--- src/rtl/demux_pkg.sv ---
// Shared constants and helpers for the four-channel stream demultiplexer.
package demux_pkg;

    localparam int NUM_CH = 4;  // number of output channels
    localparam int DEPTH  = 2;  // words buffered per channel
    localparam int OCC_W  = 2;  // occupancy width, holds 0..DEPTH
    localparam int ADDR_W = 2;  // channel address width
    localparam int PTR_W  = 1;  // FIFO pointer width, wraps modulo DEPTH

    // One-hot decode of a channel address.
    function automatic logic [NUM_CH-1:0] decode_onehot(input logic [ADDR_W-1:0] addr);
        logic [NUM_CH-1:0] onehot;
        onehot       = '0;
        onehot[addr] = 1'b1;
        return onehot;
    endfunction

endpackage

--- src/rtl/demux_channel_fifo.sv ---
// Two-entry FIFO holding the words routed to one output channel.
// The head entry is registered, so a pushed word shows up one cycle later.
module demux_channel_fifo
    import demux_pkg::*;
#(
    parameter int WIDTH = 8
) (
    input  logic             clk,
    input  logic             reset,
    input  logic             i_push,
    input  logic             i_pop,
    input  logic [WIDTH-1:0] i_data,
    output logic [WIDTH-1:0] o_head,
    output logic [OCC_W-1:0] o_occupancy
);

    logic [WIDTH-1:0] r_mem [DEPTH];
    logic [PTR_W-1:0] r_wr_ptr;
    logic [PTR_W-1:0] r_rd_ptr;
    logic [OCC_W-1:0] r_count;

    logic             w_do_push;
    logic             w_do_pop;

    // Guard against overflow and underflow locally; the top already gates push.
    always_comb begin
        w_do_push = i_push && (r_count != OCC_W'(DEPTH));
        w_do_pop  = i_pop && (r_count != '0);
    end

    // Storage, wrap-around pointers and occupancy counter.
    always_ff @(posedge clk) begin
        if (reset) begin
            for (int i = 0; i < DEPTH; i++) begin
                r_mem[i] <= '0;
            end
            r_wr_ptr <= '0;
            r_rd_ptr <= '0;
            r_count  <= '0;
        end else begin
            if (w_do_push) begin
                r_mem[r_wr_ptr] <= i_data;
                r_wr_ptr        <= r_wr_ptr + 1'b1;
            end
            if (w_do_pop) begin
                r_rd_ptr <= r_rd_ptr + 1'b1;
            end
            case ({w_do_push, w_do_pop})
                2'b10:   r_count <= r_count + 1'b1;
                2'b01:   r_count <= r_count - 1'b1;
                default: r_count <= r_count;
            endcase
        end
    end

    assign o_head      = r_mem[r_rd_ptr];
    assign o_occupancy = r_count;

endmodule

--- src/rtl/stream_demultiplexer.sv ---
// Routes one upstream stream to four buffered output channels selected by
// {address1, address0}. Each channel is an independent two-entry FIFO.
//
// Handshake: a word moves across an interface on a rising edge where both
// valid and ready are high. in_ready depends only on registered occupancy,
// the addressed channel and reset, never on any out_ready, so a full channel
// stays not-ready for the cycle in which it is popped. Producers may change
// address or data while in_valid is high and in_ready is low; in_ready then
// follows the newly addressed channel.
module stream_demultiplexer
    import demux_pkg::*;
#(
    parameter int WIDTH = 8
) (
    input  logic             clk,
    input  logic             reset,
    input  logic             in_valid,
    output logic             in_ready,
    input  logic [WIDTH-1:0] in_data,
    input  logic             address0,
    input  logic             address1,
    output logic             out_valid0,
    output logic             out_valid1,
    output logic             out_valid2,
    output logic             out_valid3,
    input  logic             out_ready0,
    input  logic             out_ready1,
    input  logic             out_ready2,
    input  logic             out_ready3,
    output logic [WIDTH-1:0] out_data0,
    output logic [WIDTH-1:0] out_data1,
    output logic [WIDTH-1:0] out_data2,
    output logic [WIDTH-1:0] out_data3,
    output logic [OCC_W-1:0] occupancy0,
    output logic [OCC_W-1:0] occupancy1,
    output logic [OCC_W-1:0] occupancy2,
    output logic [OCC_W-1:0] occupancy3
);

    logic [ADDR_W-1:0] w_addr;
    logic [NUM_CH-1:0] w_push_en;
    logic [NUM_CH-1:0] w_out_ready;
    logic [NUM_CH-1:0] w_out_valid;
    logic [WIDTH-1:0]  w_head [NUM_CH];
    logic [OCC_W-1:0]  w_occ  [NUM_CH];

    assign w_addr      = {address1, address0};
    assign w_out_ready = {out_ready3, out_ready2, out_ready1, out_ready0};

    // Accept decision and one-hot push enable for the addressed channel only.
    always_comb begin
        in_ready  = !reset && (w_occ[w_addr] < OCC_W'(DEPTH));
        w_push_en = '0;
        if (in_valid && in_ready) begin
            w_push_en = decode_onehot(w_addr);
        end
    end

    for (genvar k = 0; k < NUM_CH; k++) begin : g_ch
        demux_channel_fifo #(
            .WIDTH (WIDTH)
        ) u_fifo (
            .clk         (clk),
            .reset       (reset),
            .i_push      (w_push_en[k]),
            .i_pop       (w_out_ready[k] && w_out_valid[k]),
            .i_data      (in_data),
            .o_head      (w_head[k]),
            .o_occupancy (w_occ[k])
        );
        assign w_out_valid[k] = (w_occ[k] != '0);
    end

    assign out_valid0 = w_out_valid[0];
    assign out_valid1 = w_out_valid[1];
    assign out_valid2 = w_out_valid[2];
    assign out_valid3 = w_out_valid[3];
    assign out_data0  = w_head[0];
    assign out_data1  = w_head[1];
    assign out_data2  = w_head[2];
    assign out_data3  = w_head[3];
    assign occupancy0 = w_occ[0];
    assign occupancy1 = w_occ[1];
    assign occupancy2 = w_occ[2];
    assign occupancy3 = w_occ[3];

endmodule

--- config.mk ---
export PLATFORM = sky130hd
export DESIGN_NAME = stream_demultiplexer
export DESIGN_NICKNAME = d
export VERILOG_FILES = /design/src/rtl/demux_pkg.sv /design/src/rtl/demux_channel_fifo.sv /design/src/rtl/stream_demultiplexer.sv
export SDC_FILE = /design/constraint.sdc
export NUM_CORES = 1
export LEC_CHECK = 0
export BUFFER_PORTS_ARGS = -buffer_cell sky130_fd_sc_hd__buf_2
export CAP_MARGIN = 10
export CORE_MARGIN = 10
export CORE_UTILIZATION = 52
export CTS_BUF_LIST = sky130_fd_sc_hd__clkbuf_16
export DETAILED_ROUTE_END_ITERATION = 10
export HOLD_SLACK_MARGIN = 0.02
export PLACE_DENSITY = 0.74
export SETUP_SLACK_MARGIN = 0.2
export SYNTH_ARGS = -nofsm -noshare
export SYNTH_HDL_FRONTEND = slang
export SYNTH_HIERARCHICAL = 1
export SYNTH_SLANG_ARGS = --single-unit
--- constraint.sdc ---
create_clock -name clk -period 4.05 [get_ports clk]
set_input_delay 0.81 -clock clk [delete_from_list [all_inputs] [get_ports clk]]
set_output_delay 0.81 -clock clk [all_outputs]
set_load 0.05 [all_outputs]
==> impl_metrics.tcl, run 1 <==
set metrics [dict create \
    run_status "complete, no violations" \
    fin_setup_tns_ns 0 \
    num_antenna_cells 0 \
    setup_viol 0 \
    rows 31 \
    wl_met3_microns 614 \
    worstMarginPinSlew_ns 0.641 \
    die_w_microns 106 \
    synth_flop_cell "edfxtp_1" \
    met1_length_microns 3400 \
    drtIter0Drc 149 \
    grt_pass1_wl_microns 13100 \
    ys_seq_area_frac 0.609 \
    globalRouteOverflowTotal 0 \
    synth_area_per_cell_sq_um 12.2 \
    synth_top_family_by_area "simple AND/OR/NAND/NOR gates" \
    synthDominantCellAreaShare 0.504 \
    die-area_sq_um 11200 \
    clockBufferDepth 2 \
    numCtsBuffers 9 \
    cts_setup_buffers 0 \
    synth_area_leaders "edfxtp_1, dfxtp_1, mux2_2" \
    hpwl_microns 5680 \
    yosys.area_share.simple 0.206 \
    viasPerCell 5.24 \
    ys_ff_latch 84 \
    cts_tree "yes" \
    rsz0062_at_grt "false" \
    wl_microns 7990 \
    root_buffer "clkbuf_16" \
    cp_max_fo 16 \
    antenna_found_initial 0 \
    synthArstFlopShare 0 \
    area_delta_synth_final_pct 19.8 \
    finalHoldViolCount 0 \
    placedCellCount 465 \
    cp-start-kind "input pin" \
    nets 398 \
    cts_hold_buf 0 \
    grt_pass1_vias 2523 \
    crit_type "in2reg" \
    drc 0 \
    synth-edff-count 64 \
    synth_compound_area_frac 0.0341 \
    crit_arrival_ns 2.88 \
    maxCapViolations 0 \
    clock_latency_ns 0.33 \
    final_cells 480 \
    slew_headroom 0.572 \
    yosys.area.top_type "edfxtp_1" \
    dr_wl_met2_microns 3790 \
    fin_skew_ns 0.00541 \
    final_cell_mix "nor2_1, edfxtp_1, buf_2, nand2b_1, mux2_2" \
    holdCritPathClass "reg2reg" \
    muxShareOfSynthArea 0.100 \
    routed.top_layer "met4" \
    p_per_area_nw_per_um2 457 \
    grt_max_degree 49 \
    fin_crit_ns 2.62 \
    drt-wirelength-per-cell_microns 16.7 \
    routabilityCongestion 0.745 \
    fin_util 0.636 \
    synthXorXnorAreaFrac 0.0276 \
    fmax_mhz 381 \
    top_level_ports 62 \
    grt.total_usage 0.150 \
    num_vias 2516 \
    total_leakage_power_nw 1.79 \
    p_total_w 0.00209 \
    die_h_microns 106 \
    synthAdderAreaFrac 0.0131 \
    clk_pin_slew_ns 0.06 \
    yosys_warnings 6 \
    synth_cells 312 \
    finalCritPeriodShare 0.648 \
    hold_slack_ns 0.510 \
    worstSetupEndpointType "flop" \
    layout_commonest_cell "nor2_1" \
    cts_resized 0 \
    ys_types 26 \
    synth_nets 333 \
    core-area_sq_um 7180 \
    cp.required_ns 4.31 \
    synthesis.area_sq_um 3810 \
    cts_sinks 84 \
    cts_max_level 3 \
    ant_nets 0 \
    irDropWorstVdd_v 0.000246 \
    layout-drive-gt1-share 0.328 \
    io_buffers 61 \
    first_pass_iters 4 \
    maxSlewViolCount 0 \
    initial_core_util 0.531 \
]
-- final cells by class --
class | instances | area (sq um)
multi-input combinational | 220 | 1450
clock inverter | 6 | 128
clock buffer | 9 | 225
timing repair buffer | 62 | 313
sequential | 84 | 2320
tap | 99 | 124
fill | 566 | 2610
-- Yosys cell counts, types with 8 or more instances --
cell type	n
nor2_1	77
mux2_2	32
nand2b_1	44
xnor2_1	8
edfxtp_1	64
dfxtp_1	20
a21oi_1	8
-- state kept, by name, summed over array words and instances (netlist names), named ones only --
| register | count |
|---|---|
| g_ch.u_fifo/o_occupancy | 8 |
| g_ch.u_fifo/r_mem | 64 |
| g_ch.u_fifo/r_rd_ptr | 4 |
| g_ch.u_fifo/r_wr_ptr | 4 |
-- routing by layer --
metal | vias up | global-route usage
li1 | 1217 | -
met2 | 85 | 0.230
met4 | 0 | 0.0783
met5 | - | 0
met3 | 12 | 0.0426
met1 | 1202 | 0.191
-- report_power, final --
part           switching (W)  internal (W)
sequential         0.0000105      0.000952
combinational       0.000118     0.0000470
clock               0.000303      0.000657
total               0.000432       0.00166
-- path summary, 6_finish.rpt --
kind                                      start                             to  slack [ns]  cells after the start
hold / removal          g_ch[1].u_fifo/r_rd_ptr                           flop        0.51                      2
hold reg to reg         g_ch[1].u_fifo/r_rd_ptr                           flop        0.51                      2
setup reg to reg  g_ch[3].u_fifo/o_occupancy[1]     g_ch[3].u_fifo/r_mem[0][5]        2.00                      3
setup / recovery                          reset  g_ch[0].u_fifo/o_occupancy[1]        1.43                      7
-- kinds of logic (layout without fill, tap and decap cells) --
kind of cell             count (synthesis)  count (layout)
AND/OR/NAND/NOR                        151             151
flip-flops                              84              84
buffers and inverters                    8              77
adder cells (fa/ha/maj)                  4               4
AO/OA/AOI/OAI                           20              20
XOR/XNOR                                12              12
multiplexers                            33              33
-- worst max-delay path: stages --
cell and delay, ns:
buf_2 0.20, or3b_1 0.41, nor3_1 0.48, nand2_1 0.12
ha_1 0.36, or3_1 0.35, a21oi_1 0.15
-- through the flow --
stage,setup slack (ns),cell area [sq um]
2_1_floorplan,1.30,3810
3_3_place_gp,1.19,4210
3_5_place_dp,1.12,4210
4_1_cts,1.43,4570
5_1_grt,1.30,4570
6_report,1.43,4570
No activity file was read; power rests on OpenSTA's default activity.
==> run 2, diff against run 1 <==
--- a/config.mk
+++ b/config.mk
@@ -5,6 +5,7 @@
 export SDC_FILE = /design/constraint.sdc
 export NUM_CORES = 1
 export LEC_CHECK = 0
+export ABC_AREA = 1
 export BUFFER_PORTS_ARGS = -buffer_cell sky130_fd_sc_hd__buf_2
 export CAP_MARGIN = 10
 export CORE_MARGIN = 10
==> constraint.sdc (replaced) <==
create_clock -name clk -period 2.7 [get_ports clk]
set_input_delay 0.54 -clock clk [delete_from_list [all_inputs] [get_ports clk]]
set_output_delay 0.54 -clock clk [all_outputs]
set_load 0.05 [all_outputs]
==> run 2 against run 1 <==
Against the previous run:
- clock skew is 0.0016 ns higher
- utilization is 0.36 points higher
- clock-buffer cell count stayed put
- synthesized area is 3.4% higher
- critical path depth is 5 lower
- combinational power is 63% higher
- cell area is 2.2% higher
- sequential share of layout area is 1.1 points lower
- via count is 6.7% higher
- die area is 2.7% higher
- register-to-register slack worse by 1.2 ns
- largest power group unchanged
==> impl_metrics.tcl, run 2 <==
set metrics [dict create \
    run_status "complete, no violations" \
    yosys_warnings 6 \
    holdCritPathClass "reg2reg" \
    cts_max_level 3 \
    first_pass_iters 6 \
    r2r-end "g_ch[3].u_fifo/r_mem[1][0]" \
    regToRegSetupSlack_ns 0.80 \
    total_leakage_power_nw 2.16 \
    fin_area_sq_um 4670 \
    holdPathStages 2 \
    synth_area_per_cell_sq_um 10.4 \
    crit_type "reg2out" \
    synth-edff-count 64 \
    globalRouteOverflowTotal 0 \
    synth_flop_cell "edfxtp_1" \
    drtIter0Drc 194 \
    r2r-start "g_ch[2].u_fifo/o_occupancy[1]" \
    grt_max_degree 15 \
    largest_reg_flops 64 \
    synth_most_common_cell "nor2_1" \
    synthTopCellsByCount "nor2_1, edfxtp_1, inv_1" \
    ys_types 23 \
    rsz0062_at_grt "false" \
    crit_arrival_ns 1.48 \
    ant_nets 0 \
    rows 31 \
    hold_slack_ns 0.504 \
    maxCapViolations 0 \
    cp.required_ns 2.16 \
    fin_skew_ns 0.00697 \
    top_register "g_ch.u_fifo/r_mem" \
    antenna_found_initial 0 \
    die-area_sq_um 11500 \
    clock_latency_ns 0.33 \
    core-area_sq_um 7290 \
    synth_nets 399 \
    p_per_area_nw_per_um2 643 \
    fin_crit_ns 2.02 \
    synth_area_leaders "edfxtp_1, dfxtp_1, mux2_2" \
    finalCritPeriodShare 0.749 \
    cp_max_fo 8 \
    viasPerCell 4.88 \
    worstSetupEndpointType "output pin" \
    cts_hold_buf 0 \
    finalHoldViolCount 0 \
    synthesis.area_sq_um 3940 \
    grt_pass1_wl_microns 13500 \
    cts_sinks 84 \
    grt.total_usage 0.150 \
    area_delta_synth_final_pct 18.4 \
    yosys.area.top_type "edfxtp_1" \
    cts_setup_buffers 0 \
    nets 467 \
    drc 0 \
    placedCellCount 534 \
    clockBufferDepth 2 \
    ys_ff_latch 84 \
    fin_setup_tns_ns 0 \
    grt_pass1_vias 2774 \
    setup_viol 0 \
    irDropWorstVdd_v 0.000319 \
    final_cell_mix "nor2_1, edfxtp_1, buf_2, inv_1, nand2_1" \
    routabilityCongestion 0.809 \
    cp-start-kind "flop" \
    maxSlewViolCount 0 \
    min_from "g_ch[1].u_fifo/r_rd_ptr" \
    final_cells 550 \
    top_level_ports 62 \
    hpwl_microns 6250 \
    fin_util 0.640 \
    drt-wirelength-per-cell_microns 15.0 \
    worstMarginPinSlew_ns 0.401 \
    slew_headroom 0.732 \
    wl_microns 8230 \
    synthDominantCellAreaShare 0.488 \
    fmax_mhz 495 \
    die_h_microns 107 \
    layout-drive-gt1-share 0.322 \
    synth_cells 378 \
    layout_commonest_cell "nor2_1" \
    die_w_microns 107 \
    ys_seq_area_frac 0.589 \
    initial_core_util 0.540 \
    place_area_sq_um 4350 \
    clk_pin_slew_ns 0.06 \
    synthArstFlopShare 0 \
    cts_resized 0 \
    root_buffer "clkbuf_16" \
    fill_cells 600 \
    cts_tree "yes" \
    io_buffers 61 \
    num_antenna_cells 0 \
    num_vias 2684 \
    numCtsBuffers 9 \
    worstRegToRegCells 9 \
]
## run 2: power by group
| part | total (W) | switching [W] | internal (W) |
|---|---|---|---|
| clock | 0.00128 | 0.000477 | 0.000806 |
| sequential | 0.00145 | 0.0000205 | 0.00143 |
| combinational | 0.000269 | 0.000204 | 0.0000647 |
| total | 0.00300 | 0.000702 | 0.00230 |
## run 2: critical path: stages (launching register included)
cell and delay [ns]:
dfxtp_1 0.56, mux2_2 0.38, buf_2 0.21
## run 2: area by class of cell
type | instances | area [sq um] | share of cell area
clock buffers | 9 | 225 | 0.0483
clock inverters | 7 | 91.3 | 0.0196
inverters | 65 | 244 | 0.0523
multi-input cells | 225 | 1350 | 0.290
flip-flops and latches | 84 | 2320 | 0.498
well taps | 99 | 124 | 0.0265
repair buffers | 61 | 305 | 0.0654
## run 2: logic make-up (layout without fill, tap and decap cells)
family | after synthesis | in the layout | share of synthesized area
and+or+nand+nor | 169 | 169 | 0.211
DFF | 84 | 84 | 0.589
buffers and inverters | 69 | 142 | 0.0670
muxes | 32 | 32 | 0.0915
AOI/OAI and AO/OA | 20 | 20 | 0.0279
adders and majority gates | 4 | 4 | 0.0127
## run 2: worst max path at each step
stage	startpoint	end	slack, ns
global placement	address0	g_ch[3].u_fifo/r_mem[1][6]	0.58
detailed placement	address1	g_ch[2].u_fifo/r_mem[0][3]	0.50
global route	g_ch[3].u_fifo/o_occupancy[1]	g_ch[3].u_fifo/r_mem[0][2]	0.61
CTS	flop	out_data3[1]	0.66
finish	flop	out_data3[3]	0.68
floorplan	g_ch[1].u_fifo/o_occupancy[1]	in_ready	0.33
## run 2: per-stage QoR
stage | power (W) | setup slack [ns]
global route | 0.00311 | 0.607
finish | 0.00300 | 0.678
floorplan | 0.00167 | 0.328
CTS | 0.00302 | 0.656
global placement | 0.00174 | 0.585
detailed placement | 0.00175 | 0.500
## run 2: per-layer routing
layer	up-vias	wire length (microns)	GRT usage
li1	1367	-	-
met1	1231	3480	0.176
met2	80	4130	0.251
met3	6	541	0.0419
met4	0	74	0.0619
met5	-	0	0
